[config.mk]
export PLATFORM = sky130hd
export DESIGN_NAME = rv32_mc_controller
export DESIGN_NICKNAME = d
export VERILOG_FILES = /design/src/rtl/rv32_pkg.sv /design/src/rtl/rv32_decode.sv /design/src/rtl/rv32_mc_controller.sv
export SDC_FILE = /design/constraint.sdc
export NUM_CORES = 1
export LEC_CHECK = 0
export CAP_MARGIN = 30
export CORE_MARGIN = 8
export CORE_UTILIZATION = 42
export CTS_BUF_LIST = sky130_fd_sc_hd__clkbuf_8
export DETAILED_ROUTE_END_ITERATION = 12
export GPL_TIMING_DRIVEN = 0
export PLACE_DENSITY = 0.91
export SLEW_MARGIN = 40
export SYNTH_ARGS = -nofsm -noshare
export SYNTH_HDL_FRONTEND = slang
export SYNTH_SLANG_ARGS = --single-unit
export TNS_END_PERCENT = 50
[constraint.sdc]
create_clock -name i_clk -period 2.94 [get_ports i_clk]
set_input_delay 0.441 -clock i_clk [delete_from_list [all_inputs] [get_ports i_clk]]
set_output_delay 0.441 -clock i_clk [all_outputs]
set_load 0.01 [all_outputs]
[src/rtl/rv32_pkg.sv]
`default_nettype none
// +----------------------------------------------------------------------+
// | rv32_pkg                                                             |
// | Shared encodings for the RV32I multi-cycle controller and decoder.   |
// | Revision: 1.0                                                        |
// +----------------------------------------------------------------------+
package rv32_pkg;

    typedef enum logic [2:0] {
        S_FETCH  = 3'd0,
        S_DECODE = 3'd1,
        S_EXEC   = 3'd2,
        S_MEM    = 3'd3,
        S_WB     = 3'd4,
        S_TRAP   = 3'd5
    } state_e;

    typedef enum logic [2:0] {
        IMM_R = 3'b000,
        IMM_I = 3'b001,
        IMM_S = 3'b010,
        IMM_B = 3'b011,
        IMM_J = 3'b100,
        IMM_U = 3'b101
    } imm_sel_e;

    typedef enum logic [3:0] {
        ALU_ADD   = 4'b0000,
        ALU_SUB   = 4'b0001,
        ALU_SLL   = 4'b0010,
        ALU_SLT   = 4'b0011,
        ALU_SLTU  = 4'b0100,
        ALU_XOR   = 4'b0101,
        ALU_SRL   = 4'b0110,
        ALU_SRA   = 4'b0111,
        ALU_OR    = 4'b1000,
        ALU_AND   = 4'b1001,
        ALU_PASSB = 4'b1110
    } alu_sel_e;

    typedef enum logic [1:0] {
        WB_MEM = 2'b00,
        WB_ALU = 2'b01,
        WB_PC4 = 2'b10
    } wb_sel_e;

    typedef enum logic [1:0] {
        CAUSE_NONE    = 2'b00,
        CAUSE_ILLEGAL = 2'b01,
        CAUSE_BUS     = 2'b10
    } trap_cause_e;

    typedef enum logic [3:0] {
        CLS_OP     = 4'd0,
        CLS_OPIMM  = 4'd1,
        CLS_LUI    = 4'd2,
        CLS_AUIPC  = 4'd3,
        CLS_LOAD   = 4'd4,
        CLS_STORE  = 4'd5,
        CLS_BRANCH = 4'd6,
        CLS_JAL    = 4'd7,
        CLS_JALR   = 4'd8
    } instr_class_e;

    // opcode[6:2]; opcode[1:0] must be 2'b11 for every 32-bit instruction
    localparam logic [4:0] c_op_load   = 5'b00000;
    localparam logic [4:0] c_op_opimm  = 5'b00100;
    localparam logic [4:0] c_op_auipc  = 5'b00101;
    localparam logic [4:0] c_op_store  = 5'b01000;
    localparam logic [4:0] c_op_op     = 5'b01100;
    localparam logic [4:0] c_op_lui    = 5'b01101;
    localparam logic [4:0] c_op_branch = 5'b11000;
    localparam logic [4:0] c_op_jalr   = 5'b11001;
    localparam logic [4:0] c_op_jal    = 5'b11011;

    function automatic alu_sel_e alu_from_funct3(input logic [2:0] funct3, input logic alt);
        alu_sel_e sel;
        case (funct3)
            3'b000:  sel = alt ? ALU_SUB : ALU_ADD;
            3'b001:  sel = ALU_SLL;
            3'b010:  sel = ALU_SLT;
            3'b011:  sel = ALU_SLTU;
            3'b100:  sel = ALU_XOR;
            3'b101:  sel = alt ? ALU_SRA : ALU_SRL;
            3'b110:  sel = ALU_OR;
            default: sel = ALU_AND;
        endcase
        return sel;
    endfunction

endpackage
`default_nettype wire

[src/rtl/rv32_decode.sv]
`default_nettype none
// +----------------------------------------------------------------------+
// | rv32_decode                                                          |
// | Combinational RV32I decode: class, ALU op, immediate type, illegal.  |
// | Revision: 1.0                                                        |
// +----------------------------------------------------------------------+
module rv32_decode
    import rv32_pkg::*;
#(
    parameter int FULL_BRANCH = 1
) (
    input  logic [31:0] i_instruction,
    output logic [3:0]  o_class,
    output logic [3:0]  o_alu_sel,
    output logic [2:0]  o_imm_sel,
    output logic        o_illegal
);

    logic [4:0]   w_opcode;
    logic [2:0]   w_funct3;
    logic [6:0]   w_funct7;
    logic         w_unused;
    instr_class_e w_class;
    alu_sel_e     w_alu;
    imm_sel_e     w_imm;
    logic         w_illegal;

    assign w_opcode = i_instruction[6:2];
    assign w_funct3 = i_instruction[14:12];
    assign w_funct7 = i_instruction[31:25];
    // register specifiers and most immediate bits never affect control
    assign w_unused = ^{i_instruction[24:15], i_instruction[11:7]};

    always_comb begin
        w_class   = CLS_OP;
        w_alu     = ALU_ADD;
        w_imm     = IMM_R;
        w_illegal = 1'b0;
        case (w_opcode)
            c_op_op: begin
                w_class = CLS_OP;
                w_alu   = alu_from_funct3(w_funct3, w_funct7[5]);
                if ((w_funct7 & 7'b101_1111) != 7'd0) begin
                    w_illegal = 1'b1;
                end
                if (w_funct7[5] && (w_funct3 != 3'b000) && (w_funct3 != 3'b101)) begin
                    w_illegal = 1'b1;
                end
            end
            c_op_opimm: begin
                w_class = CLS_OPIMM;
                w_imm   = IMM_I;
                w_alu   = alu_from_funct3(w_funct3, (w_funct3 == 3'b101) && w_funct7[5]);
                if ((w_funct3 == 3'b001) && (w_funct7 != 7'd0)) begin
                    w_illegal = 1'b1;
                end
                if ((w_funct3 == 3'b101) && ((w_funct7 & 7'b101_1111) != 7'd0)) begin
                    w_illegal = 1'b1;
                end
            end
            c_op_lui: begin
                w_class = CLS_LUI;
                w_imm   = IMM_U;
                w_alu   = ALU_PASSB;
            end
            c_op_auipc: begin
                w_class = CLS_AUIPC;
                w_imm   = IMM_U;
            end
            c_op_load: begin
                w_class   = CLS_LOAD;
                w_imm     = IMM_I;
                w_illegal = (w_funct3 == 3'b011) || (w_funct3 == 3'b110) || (w_funct3 == 3'b111);
            end
            c_op_store: begin
                w_class   = CLS_STORE;
                w_imm     = IMM_S;
                w_illegal = w_funct3[2] || (w_funct3[1] && w_funct3[0]);
            end
            c_op_branch: begin
                w_class   = CLS_BRANCH;
                w_imm     = IMM_B;
                w_illegal = (w_funct3[2:1] == 2'b01) || ((FULL_BRANCH == 0) && w_funct3[2]);
            end
            c_op_jal: begin
                w_class = CLS_JAL;
                w_imm   = IMM_J;
            end
            c_op_jalr: begin
                w_class   = CLS_JALR;
                w_imm     = IMM_I;
                w_illegal = (w_funct3 != 3'b000);
            end
            default: w_illegal = 1'b1;
        endcase
        if (i_instruction[1:0] != 2'b11) begin
            w_illegal = 1'b1;
        end
    end

    assign o_class   = w_class;
    assign o_alu_sel = w_alu;
    assign o_imm_sel = w_imm;
    assign o_illegal = w_illegal;

endmodule
`default_nettype wire

[src/rtl/rv32_mc_controller.sv]
`default_nettype none
// +----------------------------------------------------------------------+
// | rv32_mc_controller                                                   |
// | Multi-cycle RV32I sequencer: FETCH/DECODE/EXEC/MEM/WB/TRAP.          |
// | Revision: 1.0                                                        |
// +----------------------------------------------------------------------+
module rv32_mc_controller
    import rv32_pkg::*;
#(
    parameter int MEM_WAIT_MAX = 15,
    parameter int FULL_BRANCH  = 1
) (
    input  logic        i_clk,
    input  logic        i_rst,
    input  logic [31:0] i_instruction,
    input  logic        i_BrEq,
    input  logic        i_BrLt,
    input  logic        i_mem_ack,
    output logic        o_mem_req,
    output logic        o_IRWrite,
    output logic        o_PCWrite,
    output logic        o_PCSel,
    output logic        o_BrUn,
    output logic        o_ASel,
    output logic        o_BSel,
    output logic        o_MemRW,
    output logic        o_RegWEn,
    output logic [2:0]  o_ImmSel,
    output logic [3:0]  o_ALUSel,
    output logic [1:0]  o_WBSel,
    output logic [2:0]  o_mem_size,
    output logic        o_trap,
    output logic [1:0]  o_trap_cause,
    output logic [2:0]  o_state
);

    localparam logic [7:0] c_wait_max = 8'(MEM_WAIT_MAX);

    logic [3:0] w_class;
    logic [3:0] w_alu_sel;
    logic [2:0] w_imm_sel;
    logic       w_illegal;
    logic [2:0] w_funct3;
    logic       w_timeout;
    logic       w_is_load;
    logic       w_is_store;
    logic       w_is_branch;
    logic       w_is_jump;
    logic       w_a_pc;
    logic       w_b_imm;
    logic       w_br_taken;

    state_e     state_q, state_d;
    logic [7:0] wait_cnt_q, wait_cnt_d;
    logic [1:0] cause_q, cause_d;

    rv32_decode #(
        .FULL_BRANCH (FULL_BRANCH)
    ) u_decode (
        .i_instruction (i_instruction),
        .o_class       (w_class),
        .o_alu_sel     (w_alu_sel),
        .o_imm_sel     (w_imm_sel),
        .o_illegal     (w_illegal)
    );

    assign w_funct3    = i_instruction[14:12];
    assign w_is_load   = (w_class == CLS_LOAD);
    assign w_is_store  = (w_class == CLS_STORE);
    assign w_is_branch = (w_class == CLS_BRANCH);
    assign w_is_jump   = (w_class == CLS_JAL) || (w_class == CLS_JALR);
    assign w_a_pc      = (w_class == CLS_AUIPC) || w_is_branch || (w_class == CLS_JAL);
    assign w_b_imm     = (w_class != CLS_OP);
    // funct3[2] selects the less-than comparator, funct3[0] inverts the sense
    assign w_br_taken  = w_funct3[2] ? (i_BrLt ^ w_funct3[0]) : (i_BrEq ^ w_funct3[0]);
    // this un-acked cycle is the last one the wait budget allows
    assign w_timeout   = ((wait_cnt_q + 8'd1) == c_wait_max);

    always_comb begin
        state_d    = state_q;
        cause_d    = cause_q;
        wait_cnt_d = 8'd0;
        case (state_q)
            S_FETCH: begin
                if (i_mem_ack) begin
                    state_d = S_DECODE;
                end else begin
                    wait_cnt_d = wait_cnt_q + 8'd1;
                    if (w_timeout) begin
                        state_d = S_TRAP;
                        cause_d = CAUSE_BUS;
                    end
                end
            end
            S_DECODE: begin
                if (w_illegal) begin
                    state_d = S_TRAP;
                    cause_d = CAUSE_ILLEGAL;
                end else begin
                    state_d = S_EXEC;
                end
            end
            S_EXEC: begin
                if (w_is_load || w_is_store) begin
                    state_d = S_MEM;
                end else if (w_is_branch) begin
                    state_d = S_FETCH;
                end else begin
                    state_d = S_WB;
                end
            end
            S_MEM: begin
                if (i_mem_ack) begin
                    state_d = w_is_load ? S_WB : S_FETCH;
                end else begin
                    wait_cnt_d = wait_cnt_q + 8'd1;
                    if (w_timeout) begin
                        state_d = S_TRAP;
                        cause_d = CAUSE_BUS;
                    end
                end
            end
            S_WB:    state_d = S_FETCH;
            S_TRAP:  state_d = S_FETCH;
            default: state_d = S_FETCH;
        endcase
    end

    always_ff @(posedge i_clk) begin
        if (i_rst) begin
            state_q    <= S_FETCH;
            wait_cnt_q <= 8'd0;
            cause_q    <= CAUSE_NONE;
        end else begin
            state_q    <= state_d;
            wait_cnt_q <= wait_cnt_d;
            cause_q    <= cause_d;
        end
    end

    // IRWrite and the store's PC update follow the ack in the same cycle,
    // so outputs decode state plus live inputs; reset forces them all low.
    always_comb begin
        o_mem_req    = 1'b0;
        o_IRWrite    = 1'b0;
        o_PCWrite    = 1'b0;
        o_PCSel      = 1'b0;
        o_BrUn       = 1'b0;
        o_ASel       = 1'b0;
        o_BSel       = 1'b0;
        o_MemRW      = 1'b0;
        o_RegWEn     = 1'b0;
        o_ImmSel     = IMM_R;
        o_ALUSel     = ALU_ADD;
        o_WBSel      = WB_MEM;
        o_mem_size   = 3'b000;
        o_trap       = 1'b0;
        o_trap_cause = CAUSE_NONE;
        o_state      = S_FETCH;
        if (!i_rst) begin
            o_state = state_q;
            if ((state_q == S_EXEC) || (state_q == S_MEM) || (state_q == S_WB)) begin
                o_ALUSel = w_alu_sel;
                o_ImmSel = w_imm_sel;
                o_ASel   = w_a_pc;
                o_BSel   = w_b_imm;
            end
            case (state_q)
                S_FETCH: begin
                    o_mem_req = 1'b1;
                    o_IRWrite = i_mem_ack;
                end
                S_EXEC: begin
                    if (w_is_branch) begin
                        o_BrUn    = w_funct3[1];
                        o_PCWrite = 1'b1;
                        o_PCSel   = w_br_taken;
                    end
                end
                S_MEM: begin
                    o_mem_req  = 1'b1;
                    o_MemRW    = w_is_store;
                    o_mem_size = w_funct3;
                    o_PCWrite  = i_mem_ack && w_is_store;
                end
                S_WB: begin
                    o_RegWEn  = 1'b1;
                    o_PCWrite = 1'b1;
                    o_PCSel   = w_is_jump;
                    if (w_is_load) begin
                        o_WBSel = WB_MEM;
                    end else if (w_is_jump) begin
                        o_WBSel = WB_PC4;
                    end else begin
                        o_WBSel = WB_ALU;
                    end
                end
                S_TRAP: begin
                    o_trap       = 1'b1;
                    o_trap_cause = cause_q;
                end
                default: ;
            endcase
        end
    end

endmodule
`default_nettype wire

==> results of run 1 <==
cell families (layout without fill, tap and decap cells):
| logic type | count (synthesis) | count (layout) | share of synthesized area, % |
|---|---|---|---|
| adder cells (fa/ha/maj) | 2 | 2 | 1.88 |
| AND/OR/NAND/NOR | 103 | 103 | 41.9 |
| multiplexers | 4 | 4 | 3.10 |
| XOR/XNOR | 8 | 8 | 5.25 |
| flip-flops | 13 | 13 | 19.5 |
| buffers and inverters | 16 | 65 | 6.10 |
| AO/OA/AOI/OAI | 42 | 42 | 22.2 |
per-stage QoR:
step | TNS [ns] | instances
6_report | 0 | 281
5_1_grt | 0 | 281
4_1_cts | -0.0884 | 281
3_5_place_dp | -0.627 | 278
3_3_place_gp | -0.549 | 278
2_1_floorplan | 0 | 188
cell usage in the layout, fill, tap and decap left out, drive strengths merged, types with 4 or more instances in the layout:
cell type	instances
a21oi	13
a41oi	4
and2	7
buf	4
clkbuf	9
clkdlybuf4s50	40
dfxtp	13
inv	6
nand2	16
nand2b	6
nand3	8
nor2	24
nor2b	13
nor3	9
o21ai	7
xor2	5
flip-flops by register name (all words and copies together), names as in the netlist:
signal,cells
state_q,3
cause_q,2
wait_cnt_q,8
worst max-delay path: cells and delay by family:
family | cells | cell delay [ns]
buffers and inverters | 3 | 1.12
AND/OR/NAND/NOR | 3 | 0.64
AO/OA/AOI/OAI | 1 | 0.16
cells in the mapped netlist, types with 2 or more instances:
master,instances
o21ai_0,6
a31oi_1,2
xor2_1,5
nor3_1,9
ha_1,2
a41oi_1,4
or3_1,2
and2_1,7
nor2b_1,13
and3_1,3
a21oi_1,13
buf_2,2
buf_6,2
mux2i_1,3
nand2_1,16
xnor2_1,3
nor3b_1,3
clkbuf_1,5
nor2_1,24
a31o_2,2
nand2b_1,6
nand3_1,8
or2_2,2
dfxtp_1,13
inv_1,5
nor4_1,2
per-layer routing:
layer	global-route usage (%)	up-vias	part of all wire [%]
met5	0	-	0
met4	4.08	0	1.2
met3	4.13	7	10
met2	22.2	65	45
met1	18.5	707	43
li1	-	773	-
final timing paths:
| kind | start | to | slack (ns) |
|---|---|---|---|
| worst max-delay path | i_instruction[2] | o_PCWrite | 0.14 |
| worst min-delay path | wait_cnt_q[0] | wait_cnt_q[0] | 0.49 |
| worst max register to register | state_q[1] | cause_q[1] | 0.68 |
| worst min register to register | wait_cnt_q[0] | wait_cnt_q[0] | 0.49 |
area by class of cell:
cell class	instances	share of cell area (%)
multi-input combinational	159	53.0
sequential	13	13.5
timing repair buffer	46	24.1
clock inverter	1	0.195
inverter	5	0.975
buffer	10	3.25
clock buffer	3	2.14
tap	44	2.86
where the power goes:
| group | internal (mW) | switching [mW] |
|---|---|---|
| Sequential | 0.183 | 0.00660 |
| Combinational | 0.0697 | 0.0741 |
| Clock | 0.0923 | 0.0655 |
| Total | 0.345 | 0.146 |
timing repair:
action / CTS / global route
resized for setup: 6 / 12
setup buffers: 0 / 0
endpoints found under the setup margin: 5 / 16
cloned: 0 / 0
==> flow_summary.yaml, run 1 <==
worst_hold_path:
  hold_class: "reg -> reg"
  min_delay_path_depth: 1
final_layout:
  regArea_sq_um: 260
  fillCellCount: 266
  final_core_util_pct: 63.6
  area_delta_synth_final_pct: 44.4
  antenna_cells: 0
  drive_above_1_share_pct: 11.4
  final_cell_area_sq_um: 1930
  multi_input_area_sq_um: 1020
  nets: 277
place:
  numPortBuffers: 46
  post-dp-hpwl_mm: 3.04
  gp_congestion: 0.872
  postPlaceCellArea_sq_um: 1850
  dp_slack_ns: -0.209
sta:
  final_max_slew_viol_count: 0
  worst_pin_slew_ns: 0.506
  fmax_mhz: 357
  period_share_pct: 95.3
  rsz0062_at_grt: "false"
  hold_viol: 0
  period_minus_slack_ns: 2.80
  setup_ws_ns: 0.139
  fin_skew_ns: 0.00411
  final-setup-viol-count: 0
  holdWs_ns: 0.490
  slew-limit-headroom_pct: 65.9
power:
  ir_drop_mv: 0.266
  p_per_area_nw_per_um2: 255
  p_leak_nw: 0.713
  total_power_mw: 0.491
route:
  drt-pass1-iter-count: 4
  drcViolationCount: 0
  postRouteAntennaNets: 0
  post_drt_via_cell_ratio: 5.52
  routedWlPerCell_um: 13.9
  vias: 1552
  routed_wl_mm: 3.90
  drt_iter0_markers: 96
critical_path:
  crit_type: "in -> out"
  critPathCaptureType: "primary output"
  crit_chain: "clkdlybuf4s50_1 -> or2_1 -> buf_6 -> nor3_2 -> a41oi_1 -> nor2_1 -> clkdlybuf4s50_1"
  slowest_delay_ns: 0.55
  critPathArrivalTime_ns: 2.36
  cp_data_required_time_ns: 2.50
  cp_common_cell: "clkdlybuf4s50_1"
  crit_fanout: 7
  r2r_cells: 8
  start_kind: "input pin"
  cpMaxStageDelayCell: "clkdlybuf4s50_1"
clocking:
  hold_buffers: 0
  cts-root-buf: "clkbuf_8"
  tritoncts: "done"
  clk_latency_ns: 0.25
  cts.sinks: 13
  clk_pin_slew_ns: 0.06
  clock_tree.buffer_depth: 2
  cts-buffers-inserted: 3
  h-tree-depth: 1
synthesis:
  yosysWarnings: 0
  ys_seq_area_share_pct: 19.5
  synthesis.nets: 227
  async_flop_share_pct: 0
  syn_inst: 188
  avgSynthCellArea_sq_um: 7.09
  ys_types: 52
  synthTopCellsByArea: "dfxtp_1, nor2_1, nor2b_1"
  ys_ff_latch: 13
  yosys.area.top_type: "dfxtp_1"
  synth_top_area_share_pct: 19.5
  synthFlopType: "dfxtp_1"
  synth_edf_count: 0
  synthesis.area_sq_um: 1330
die:
  die_w_um: 72.4
  dieHeight_um: 72.4
  io_pins: 64
  coreArea_sq_um: 3030
  num_rows: 20
  start_util_pct: 44.0
  dieArea_sq_um: 5240
grt:
  grt_pass1_wl_mm: 6.24
  grt_util_all_layers_pct: 14.3
  grt_pass1_vias: 1410
  overflow: 0
  grt_max_degree: 14
  antenna_found_initial: 0
job:
  cap_violations: 0
run_status:
  status: "complete, no violations"
(Power assumes the default switching activity.)
==> inputs of run 2 (changes only) <==
--- a/config.mk
+++ b/config.mk
@@ -11,6 +11,7 @@
 export CTS_BUF_LIST = sky130_fd_sc_hd__clkbuf_8
 export DETAILED_ROUTE_END_ITERATION = 12
 export GPL_TIMING_DRIVEN = 0
+export HOLD_SLACK_MARGIN = 0.06
 export PLACE_DENSITY = 0.91
 export SLEW_MARGIN = 40
 export SYNTH_ARGS = -nofsm -noshare
==> results of run 2 <==
The final DEF is identical to that of run 1; final timing and power are the same.
